--- config.mk ---
export PLATFORM = sky130hd
export DESIGN_NAME = clken_gen_flat
export DESIGN_NICKNAME = d
export VERILOG_FILES = /design/src/rtl/clken_pkg.sv /design/src/rtl/clken_gen_if.sv /design/src/rtl/clken_chan.sv /design/src/rtl/clken_gen.sv /design/src/flat_wrapper.sv
export SDC_FILE = /design/constraint.sdc
export NUM_CORES = 1
export LEC_CHECK = 0
export ABC_AREA = 1
export ABC_CLOCK_PERIOD_IN_PS = 3000
export CORE_MARGIN = 2
export CORE_UTILIZATION = 55
export CTS_CLUSTER_SIZE = 14
export DETAILED_ROUTE_END_ITERATION = 16
export PLACE_DENSITY = 0.77
export SLEW_MARGIN = 10
export SYNTH_ARGS = -nofsm -noshare
export SYNTH_HDL_FRONTEND = slang
export SYNTH_HIERARCHICAL = 1
export SYNTH_SLANG_ARGS = --single-unit
--- constraint.sdc ---
create_clock -name CLK -period 3 [get_ports CLK]
set_input_delay 0.3 -clock CLK [delete_from_list [all_inputs] [get_ports CLK]]
set_output_delay 0.3 -clock CLK [all_outputs]
set_load 0.01 [all_outputs]
--- src/rtl/clken_pkg.sv ---
`default_nettype none
// ============================================================================
//  Module      : clken_pkg
//  Description : Shared constants and the configuration request record used
//                by the fractional clock-enable generator.
//  Revision    : 1.0 - initial release
// ============================================================================
package clken_pkg;

    localparam int MAX_CHANNELS = 8;
    localparam int CH_W         = 3;
    // Widest ratio field the pending register can carry; W must not exceed it.
    localparam int MAX_W        = 16;

    typedef struct packed {
        logic [CH_W-1:0]  ch;
        logic [MAX_W-1:0] mul;
        logic [MAX_W-1:0] div;
    } cfg_req_t;

endpackage
`default_nettype wire

--- src/rtl/clken_gen_if.sv ---
`default_nettype none
// ============================================================================
//  Module      : clken_gen_if
//  Description : Run-time ratio configuration port (valid/ready plus error
//                pulse) of the clock-enable generator.
//  Revision    : 1.0 - initial release
// ============================================================================
interface clken_gen_if #(
    parameter int W = 6
);
    import clken_pkg::*;

    logic            cfg_valid;
    logic            cfg_ready;
    logic [CH_W-1:0] cfg_ch;
    logic [W-1:0]    cfg_mul;
    logic [W-1:0]    cfg_div;
    logic            cfg_err;

    modport master (
        output cfg_valid, cfg_ch, cfg_mul, cfg_div,
        input  cfg_ready, cfg_err
    );

    modport slave (
        input  cfg_valid, cfg_ch, cfg_mul, cfg_div,
        output cfg_ready, cfg_err
    );

endinterface
`default_nettype wire

--- src/rtl/clken_chan.sv ---
`default_nettype none
// ============================================================================
//  Module      : clken_chan
//  Description : One M/D strobe channel: W-bit phase accumulator, compare and
//                subtract, registered strobe and glitch-free ratio apply at
//                the channel's wrap point.
//                Macro CLKEN_PHASE180_EN adds the half-period strobe ce180.
//  Revision    : 1.0 - initial release
// ============================================================================
module clken_chan #(
    parameter int           W      = 6,
    parameter logic [W-1:0] INIT_M = 6'd1,
    parameter logic [W-1:0] INIT_D = 6'd2
) (
    input  logic         CLK,
    input  logic         RST,
    input  logic         apply_req,
    input  logic [W-1:0] new_mul,
    input  logic [W-1:0] new_div,
    output logic         ce,
`ifdef CLKEN_PHASE180_EN
    output logic         ce180,
`endif
    output logic         apply
);

    logic [W-1:0] r_acc_q, w_acc_d;
    logic [W-1:0] r_mul_q, w_mul_d;
    logic [W-1:0] r_div_q, w_div_d;
    logic         r_ce_q,  w_ce_d;
    logic [W:0]   w_s;
    logic         w_hit;

    // Accumulate M, wrap by D; a stopped channel (M = 0) takes updates at once.
    always_comb begin
        w_s     = {1'b0, r_acc_q} + {1'b0, r_mul_q};
        w_hit   = (w_s >= {1'b0, r_div_q});
        apply   = apply_req && (w_hit || (r_mul_q == '0));
        w_ce_d  = w_hit;
        w_mul_d = r_mul_q;
        w_div_d = r_div_q;
        // s - D < M fits in W bits, so modulo-2^W arithmetic is exact here.
        if (w_hit) begin
            w_acc_d = r_acc_q + r_mul_q - r_div_q;
        end else begin
            w_acc_d = w_s[W-1:0];
        end
        if (apply) begin
            w_mul_d = new_mul;
            w_div_d = new_div;
            w_acc_d = '0;
        end
    end

    // Channel state registers.
    always_ff @(posedge CLK or posedge RST) begin
        if (RST) begin
            r_acc_q <= '0;
            r_mul_q <= INIT_M;
            r_div_q <= INIT_D;
            r_ce_q  <= 1'b0;
        end else begin
            r_acc_q <= w_acc_d;
            r_mul_q <= w_mul_d;
            r_div_q <= w_div_d;
            r_ce_q  <= w_ce_d;
        end
    end

    assign ce = r_ce_q;

`ifdef CLKEN_PHASE180_EN
    logic [W-1:0] w_half;
    logic         r_ce180_q, w_ce180_d;

    // Strobe when the accumulator crosses D/2 without wrapping.
    always_comb begin
        w_half    = r_div_q >> 1;
        w_ce180_d = (r_acc_q < w_half) && (w_s >= {1'b0, w_half}) &&
                    (w_s < {1'b0, r_div_q});
    end

    // Half-period strobe register.
    always_ff @(posedge CLK or posedge RST) begin
        if (RST) begin
            r_ce180_q <= 1'b0;
        end else begin
            r_ce180_q <= w_ce180_d;
        end
    end

    assign ce180 = r_ce180_q;
`endif

endmodule
`default_nettype wire

--- src/rtl/clken_gen.sv ---
`default_nettype none
// ============================================================================
//  Module      : clken_gen
//  Description : Multi-channel fractional clock-enable generator. Holds the
//                request check, the single pending update register and the
//                lock counter; the per-channel datapath lives in clken_chan.
//                Macro CLKEN_PHASE180_EN adds the ce180 half-period strobes.
//  Revision    : 1.0 - initial release
// ============================================================================
module clken_gen
    import clken_pkg::*;
#(
    parameter int                    CHANNELS    = 2,
    parameter int                    W           = 6,
    parameter logic [CHANNELS*W-1:0] INIT_MUL    = {6'd5, 6'd25},
    parameter logic [CHANNELS*W-1:0] INIT_DIV    = {6'd6, 6'd48},
    parameter int                    LOCK_CYCLES = 16
) (
    input  logic                CLK,
    input  logic                RST,
    clken_gen_if.slave          cfg,
    output logic [CHANNELS-1:0] ce,
`ifdef CLKEN_PHASE180_EN
    output logic [CHANNELS-1:0] ce180,
`endif
    output logic                locked
);

    localparam int                c_lock_w    = $clog2(LOCK_CYCLES + 1);
    localparam logic [c_lock_w-1:0] c_lock_last = c_lock_w'(LOCK_CYCLES - 1);
    localparam logic [CH_W:0]     c_channels  = (CH_W + 1)'(CHANNELS);

    logic                r_pend_vld_q, w_pend_vld_d;
    cfg_req_t            r_pend_q,     w_pend_d;
    logic                r_err_q,      w_err_d;
    logic [c_lock_w-1:0] r_cnt_q,      w_cnt_d;
    logic                r_locked_q,   w_locked_d;
    logic                w_handshake;
    logic                w_bad;
    logic                w_apply_any;
    logic [CHANNELS-1:0] w_apply;

    // Request check, pending register update and lock counter.
    always_comb begin
        w_handshake  = cfg.cfg_valid && !r_pend_vld_q;
        w_bad        = ({1'b0, cfg.cfg_ch} >= c_channels) ||
                       (cfg.cfg_div == '0) || (cfg.cfg_mul > cfg.cfg_div);
        w_apply_any  = |w_apply;
        w_err_d      = w_handshake && w_bad;
        w_pend_vld_d = r_pend_vld_q;
        w_pend_d     = r_pend_q;
        w_cnt_d      = r_cnt_q;
        w_locked_d   = r_locked_q;

        // Ready stays low through the apply cycle, so no accept can collide.
        if (r_pend_vld_q) begin
            if (w_apply_any) begin
                w_pend_vld_d = 1'b0;
            end
        end else if (w_handshake && !w_bad) begin
            w_pend_vld_d = 1'b1;
            w_pend_d.ch  = cfg.cfg_ch;
            w_pend_d.mul = MAX_W'(cfg.cfg_mul);
            w_pend_d.div = MAX_W'(cfg.cfg_div);
        end

        if (w_apply_any) begin
            w_cnt_d    = '0;
            w_locked_d = 1'b0;
        end else if (r_cnt_q == c_lock_last) begin
            w_locked_d = 1'b1;
        end else begin
            w_cnt_d = r_cnt_q + 1'b1;
        end
    end

    // Control registers; reset also discards any pending update.
    always_ff @(posedge CLK or posedge RST) begin
        if (RST) begin
            r_pend_vld_q <= 1'b0;
            r_pend_q     <= '0;
            r_err_q      <= 1'b0;
            r_cnt_q      <= '0;
            r_locked_q   <= 1'b0;
        end else begin
            r_pend_vld_q <= w_pend_vld_d;
            r_pend_q     <= w_pend_d;
            r_err_q      <= w_err_d;
            r_cnt_q      <= w_cnt_d;
            r_locked_q   <= w_locked_d;
        end
    end

    assign cfg.cfg_ready = ~r_pend_vld_q;
    assign cfg.cfg_err   = r_err_q;
    assign locked        = r_locked_q;

    // Upper bits of the pending ratio fields are always zero for W < MAX_W.
    if (W < MAX_W) begin : g_pend_hi
        logic w_pend_hi_unused;
        assign w_pend_hi_unused = |{r_pend_q.mul[MAX_W-1:W], r_pend_q.div[MAX_W-1:W]};
    end

    for (genvar k = 0; k < CHANNELS; k++) begin : g_chan
        logic w_req;
        assign w_req = r_pend_vld_q && (r_pend_q.ch == CH_W'(k));

        clken_chan #(
            .W      (W),
            .INIT_M (INIT_MUL[k*W +: W]),
            .INIT_D (INIT_DIV[k*W +: W])
        ) u_chan (
            .CLK       (CLK),
            .RST       (RST),
            .apply_req (w_req),
            .new_mul   (r_pend_q.mul[W-1:0]),
            .new_div   (r_pend_q.div[W-1:0]),
            .ce        (ce[k]),
`ifdef CLKEN_PHASE180_EN
            .ce180     (ce180[k]),
`endif
            .apply     (w_apply[k])
        );
    end

endmodule
`default_nettype wire

--- src/flat_wrapper.sv ---
// flat-port wrapper written by rule: the top's interface ports become plain ports
module clken_gen_flat import clken_pkg::*;
#(
    parameter int                    CHANNELS    = 2,
    parameter int                    W           = 6,
    parameter logic [CHANNELS*W-1:0] INIT_MUL    = {6'd5, 6'd25},
    parameter logic [CHANNELS*W-1:0] INIT_DIV    = {6'd6, 6'd48},
    parameter int                    LOCK_CYCLES = 16
)
  (CLK, RST, ce, locked, cfg_cfg_valid, cfg_cfg_ch, cfg_cfg_mul, cfg_cfg_div, cfg_cfg_ready, cfg_cfg_err);
  clken_gen_if #(.W(W)) cfg_i ();
  input  logic CLK;
  input  logic RST;
  output logic [CHANNELS-1:0] ce;
  output logic locked;
  input wire logic [$bits(cfg_i.cfg_valid)-1:0] cfg_cfg_valid;
  input wire logic [$bits(cfg_i.cfg_ch)-1:0] cfg_cfg_ch;
  input wire logic [$bits(cfg_i.cfg_mul)-1:0] cfg_cfg_mul;
  input wire logic [$bits(cfg_i.cfg_div)-1:0] cfg_cfg_div;
  output wire logic [$bits(cfg_i.cfg_ready)-1:0] cfg_cfg_ready;
  output wire logic [$bits(cfg_i.cfg_err)-1:0] cfg_cfg_err;
  assign cfg_i.cfg_valid = cfg_cfg_valid;
  assign cfg_i.cfg_ch = cfg_cfg_ch;
  assign cfg_i.cfg_mul = cfg_cfg_mul;
  assign cfg_i.cfg_div = cfg_cfg_div;
  assign cfg_cfg_ready = cfg_i.cfg_ready;
  assign cfg_cfg_err = cfg_i.cfg_err;
  clken_gen #(.CHANNELS(CHANNELS), .W(W), .INIT_MUL(INIT_MUL), .INIT_DIV(INIT_DIV), .LOCK_CYCLES(LOCK_CYCLES)) u_core (.CLK(CLK), .RST(RST), .cfg(cfg_i), .ce(ce), .locked(locked));
endmodule
Word level (Yosys, flattened, before mapping)
Index checks and enable logic that the tools add are counted.
{ "totals": {"regBits": 61, "out_inout_bits": 5} }
{ "classes": {"add_sub_neg": 7, "n_lt_le_gt_ge": 4, "n_eq_ne": 3, "mux": 11, "bitwise_logic": 1, "reduce_logical": 20} }
{ "op_table": {"columns": ["cell", "count"], "rows": [
  ["$mux 6", 4],
  ["$logic_not 6->1", 3],
  ["$add 6x6->7", 2],
  ["$ge 7x6->1", 2],
  ["$add 6x6->6", 2],
  ["$sub 6x6->6", 2],
  ["$mux 5", 2],
  ["$logic_and 1x1->1", 7],
  ["$gt 6x6->1", 1],
  ["$add 5x1->5 const B", 1],
  ["$eq 5x4->1 const B", 1],
  ["$mux 1", 5],
  ["$logic_or 1x1->1", 4],
  ["$eq 3x1->1 const B", 1],
  ["$ge 3x2->1 const B", 1],
  ["$logic_not 3->1", 1],
  ["$logic_not 1->1", 2],
  ["$ne 2x1->1 const B", 1],
  ["$reduce_and 2->1", 1],
  ["$reduce_bool 2->1", 1],
  ["$reduce_or 2->1", 1],
  ["$not 1->1", 1]
]} }

Depth between registers and ports, before layout
{ "logic_depth": {"depth_word": 7, "depth_mapped": 18, "depth_no_buf": 18} }

By module
Netlist, hierarchy kept.
{ "by_module_without_submodules": {"columns": ["module", "n_inst", "cells_per_inst", "area_per_inst_um2"], "rows": [
  ["clken_chan (u_core.g_chan[1].u_chan)", 1, 204, 1611.5],
  ["clken_chan (u_core.g_chan[0].u_chan)", 1, 205, 1597.8],
  ["clken_gen", 1, 144, 1217.4]
]} }

Worst setup path after synthesis
Ideal clock, no wire load.
{ "synth_path": {"path_kind": "reg-to-reg", "startpoint": "reg u_core.g_chan[0].u_chan.r_mul_q[0]", "endpoint": "reg u_core.r_cnt_q[2]", "arrival_ns": 2.921, "t_required_ns": 2.914, "slack_ns": -0.007, "stages_incl_launch_ff": 17, "n_path_buf": 0, "path_cell_list": "dfstp_2 > ha_1 > inv_1 > fa_1 > o21ai_2 > xor2_1 > inv_1 > ha_1 > a21oi_1 > nand2_1 > nand2_1 > nand3_4 > nand2_4 > inv_2 > nor2_1 > inv_1 > nor3_1"} }
{ "synth_via": {"elab_chain_cells": 6, "elab_cells_between_ends": 8} }
{ "synth_rtl": {"columns": ["item", "line_no", "source"], "rows": [
  ["start, declared", "clken_chan.sv:28", "logic [W-1:0] r_mul_q, w_mul_d;"],
  ["start signal, assigned", "clken_chan.sv:64", "r_mul_q <= w_mul_d;"],
  ["$add 6x6->7", "clken_chan.sv:36", "w_s = {1'b0, r_acc_q} + {1'b0, r_mul_q};"],
  ["$ge 7x6->1", "clken_chan.sv:37", "w_hit = (w_s >= {1'b0, r_div_q});"],
  ["$logic_or 1x1->1 (*)", "clken_chan.sv:38", "apply = apply_req && (w_hit || (r_mul_q == '0));"],
  ["$logic_and 1x1->1 (*)", "clken_chan.sv:38", null],
  ["net u_core.w_apply[0]", "clken_gen.sv:41", "logic [CHANNELS-1:0] w_apply;"],
  ["$reduce_or 2->1 (*)", "clken_gen.sv:48", "w_apply_any = |w_apply;"],
  ["$ne 2x1->1 (no line) or $mux 5 (tied branches)", null, null],
  ["end signal, assigned", "clken_gen.sv:89", "r_cnt_q <= w_cnt_d;"],
  ["end, declared", "clken_gen.sv:36", "logic [c_lock_w-1:0] r_cnt_q, w_cnt_d;"]
]} }
Mark *: on every way through the listed nets, which the timed path passes. The rest lies on a longest branch.
A chain may end at the register's enable or synchronous reset.

Final worst setup path
Same ends and word-level chain as after synthesis.

==> reports/qor.yml <==
status: "complete, no violations"
cp_slowest_cell: "dfstp_2"
antenna_found_initial: 0
hold_viol_final: 0
globalRoute.totalOverflow: 0
ff_latch_area_sq_um: 1540
area_delta_synth_final_pct: 15.5
cts_tree: "built"
io_buffers: 22
vias: 3622
design_area_sq_um: 5110
utilization_pct: 65.8
seq_area_frac_synth_pct: 34.7
grtUsageTotal_pct: 24.0
hp-class: "input pin to asynchronous set/reset pin"
rows: 32
fin_worst_skew_ps: 10.8
fin_crit_ps: 2890
cp-start-kind: "flip-flop"
drtIter0Drc: 190
grt_pass1_wl_um: 16400
crit_fanout: 5
ys_async_sr_fraction_pct: 100
arrival_ps: 3170
hpwlAfterDp_um: 7390
drcViolationCount: 0
netlist_area_sq_um: 4430
cp.required_ps: 3280
detail_route.wirelength_um: 9560
viasPerCell: 5.17
multi_input_area_sq_um: 2480
fin_setup_tns_ps: 0
clock-sinks: 61
tightest_slew_ps: 846
cts_root_buffer: "clkbuf_8"
synth-seq-cells: 61
gp_congestion: 0.884
detail_route.wl_per_cell_um: 13.7
dieHeight_um: 93.7
avgSynthCellArea_sq_um: 8.00
htreeDepth: 3
setup_viol: 0
maxCapViolations: 0
start_util_pct: 57.0
syn_nets: 627
synth_edf_count: 0
drive_gt1_share_pct: 13.7
grt_pass1_vias: 3652
slowest_delay_ps: 570
path_delay_family: "adder cells"
finalCritPeriodShare_pct: 96.2
finalNetCount: 667
dieArea_sq_um: 8780
cts_made_buffers: 9
synthFlopType: "dfrtp_1"
final_antenna_net_count: 0
fillers: 646
io_pins: 23
clock_latency_ps: 360
end_kind: "flip-flop"
slew_violations: 0
grt_max_degree: 24
yosysWarnings: 6
clk_pin_slew_ps: 80
crit_chain: "ha_4, inv_1, fa_2, o21ai_4, xor2_2, inv_1, ha_4, a21oi_1, nand2_1, nand2_2, nand3_4, nand2_4, inv_2, nor2_4, inv_4, nor3_2"
synthesis.instances: 553
hold_buffers: 0
clk_path_buf_depth: 2
die_w_um: 93.7
placed_area_sq_um: 4800
drt_pass1_iterations: 4
synth_cell_type_count: 35
clock.fmax_mhz: 346
antenna-diode-count: 0
path_class: "flip-flop to flip-flop"
critPathBufInv: 4
max_slew_margin_pct: 43.5
core_area_sq_um: 7770
cell type report:
class / instances / share of cell area (%)
Multi-Input combinational cell: 373 / 48.6
Clock buffer: 9 / 2.42
Timing Repair Buffer: 39 / 6.80
Tap cell: 102 / 2.50
Sequential cell: 61 / 30.1
Clock inverter: 7 / 1.57
Inverter: 109 / 8.05
through the flow:
stage / instances / hold slack (ps) / setup WS [ps]
final: 700 / 438 / 114
after global routing: 700 / 497 / -53.8
after CTS: 697 / 457 / 1.72
after detailed placement: 681 / 455 / -34.1
after global placement: 681 / 443 / 87.9
after floorplan: 553 / 247 / 39.9
cell usage in the layout (no fill, tap or decap), types with 2 or more instances in the layout:
cell	instances
nand2_2	9
inv_1	106
nand4_1	20
a31oi_4	2
a21o_1	2
nand2_1	147
nand3_2	2
nor3_1	2
a31oi_1	2
inv_6	3
inv_2	2
fa_2	2
fa_1	10
clkdlybuf4s50_1	22
ha_1	42
xnor2_1	12
or2_2	3
nand3_1	46
nand2b_1	2
clkbuf_8	9
dfrtp_1	52
clkinvlp_4	2
nor2_4	2
nand3b_1	2
buf_4	17
nor4_1	3
nand3_4	3
ha_4	2
nand2_4	3
xor2_1	4
dfstp_2	9
a21oi_1	14
nor2_1	25
a21oi_2	3
layer usage:
metal	vias up	track usage, %	wire [um]
met5	-	0	0
met4	0	9.78	261
met3	19	4.41	361
met2	87	40.4	4720
met1	1686	30.5	4220
li1	1830	-	-
path summary, 6_finish.rpt:
check | from | endpoint | slack [ps] | cells past startpoint
worst min-delay path | RST | u_core/g_chan[0].u_chan/r_div_q[0] | 440 | 2
min in group CLK | u_core/g_chan[1].u_chan/r_mul_q[0] | u_core/g_chan[1].u_chan/r_mul_q[0] | 470 | 2
worst max-delay path | u_core/g_chan[0].u_chan/r_mul_q[0] | u_core/r_cnt_q[2] | 110 | 16
worst min register to register | u_core/g_chan[1].u_chan/r_mul_q[0] | u_core/g_chan[1].u_chan/r_mul_q[0] | 470 | 2
worst max register to register | u_core/g_chan[0].u_chan/r_mul_q[0] | u_core/r_cnt_q[2] | 110 | 16
max in group asynchronous | RST | u_core/r_pend_q[2] | 1990 | 2
logic make-up after synthesis:
group / after synthesis / synth area share (%)
AO/OA/AOI/OAI: 28 / 4.47
adder cells (fa/ha/maj): 56 / 17.9
XOR/XNOR: 17 / 3.36
buffers and inverters: 119 / 11.0
AND/OR/NAND/NOR: 272 / 28.6
flip-flops: 61 / 34.7
synth_stat cells, types with 3 or more instances:
library cell,count,area [sq um]
nor3_1,4,20.0
nand3_1,46,230
nand2_2,7,43.8
buf_4,4,30.0
inv_1,107,402
fa_1,12,240
nand3_4,3,52.6
dfstp_2,9,236
nand4_1,20,125
xnor2_1,12,105
nor2_1,26,97.6
buf_6,3,33.8
xor2_1,5,43.8
nand2_4,3,33.8
or2_2,3,18.8
nand2_1,149,559
nor4_1,3,18.8
ha_1,44,551
dfrtp_1,52,1300
a21oi_1,15,75.1
timing repair:
action                                  CTS  global route
gates cloned                              0             0
endpoints found under the setup margin    4            31
resized for setup                         1            17
setup buffers                             0             3
pin swaps                                 1             9
worst reg2reg max path: cells and delay by family (launching register included):
kind	cells	cell delay [ps]
XOR/XNOR	1	170
adder cells (fa/ha/maj)	3	770
AND/OR/NAND/NOR	6	680
buffers and inverters	4	260
flip-flops	1	570
AO/OA/AOI/OAI	2	370
flip-flops by register name (all words and copies together) (netlist names):
| register | flops |
|---|---|
| u_core/cfg.cfg_err | 1 |
| u_core/g_chan.u_chan/ce | 2 |
| u_core/g_chan.u_chan/r_acc_q | 12 |
| u_core/g_chan.u_chan/r_div_q | 12 |
| u_core/g_chan.u_chan/r_mul_q | 12 |
| u_core/locked | 1 |
| u_core/r_cnt_q | 5 |
| u_core/r_pend_q | 15 |
| u_core/r_pend_vld_q | 1 |
Power is left out: the tool's default activity adds up to more than one toggle a clock period on the data nets, which glitch-free logic cannot reach.
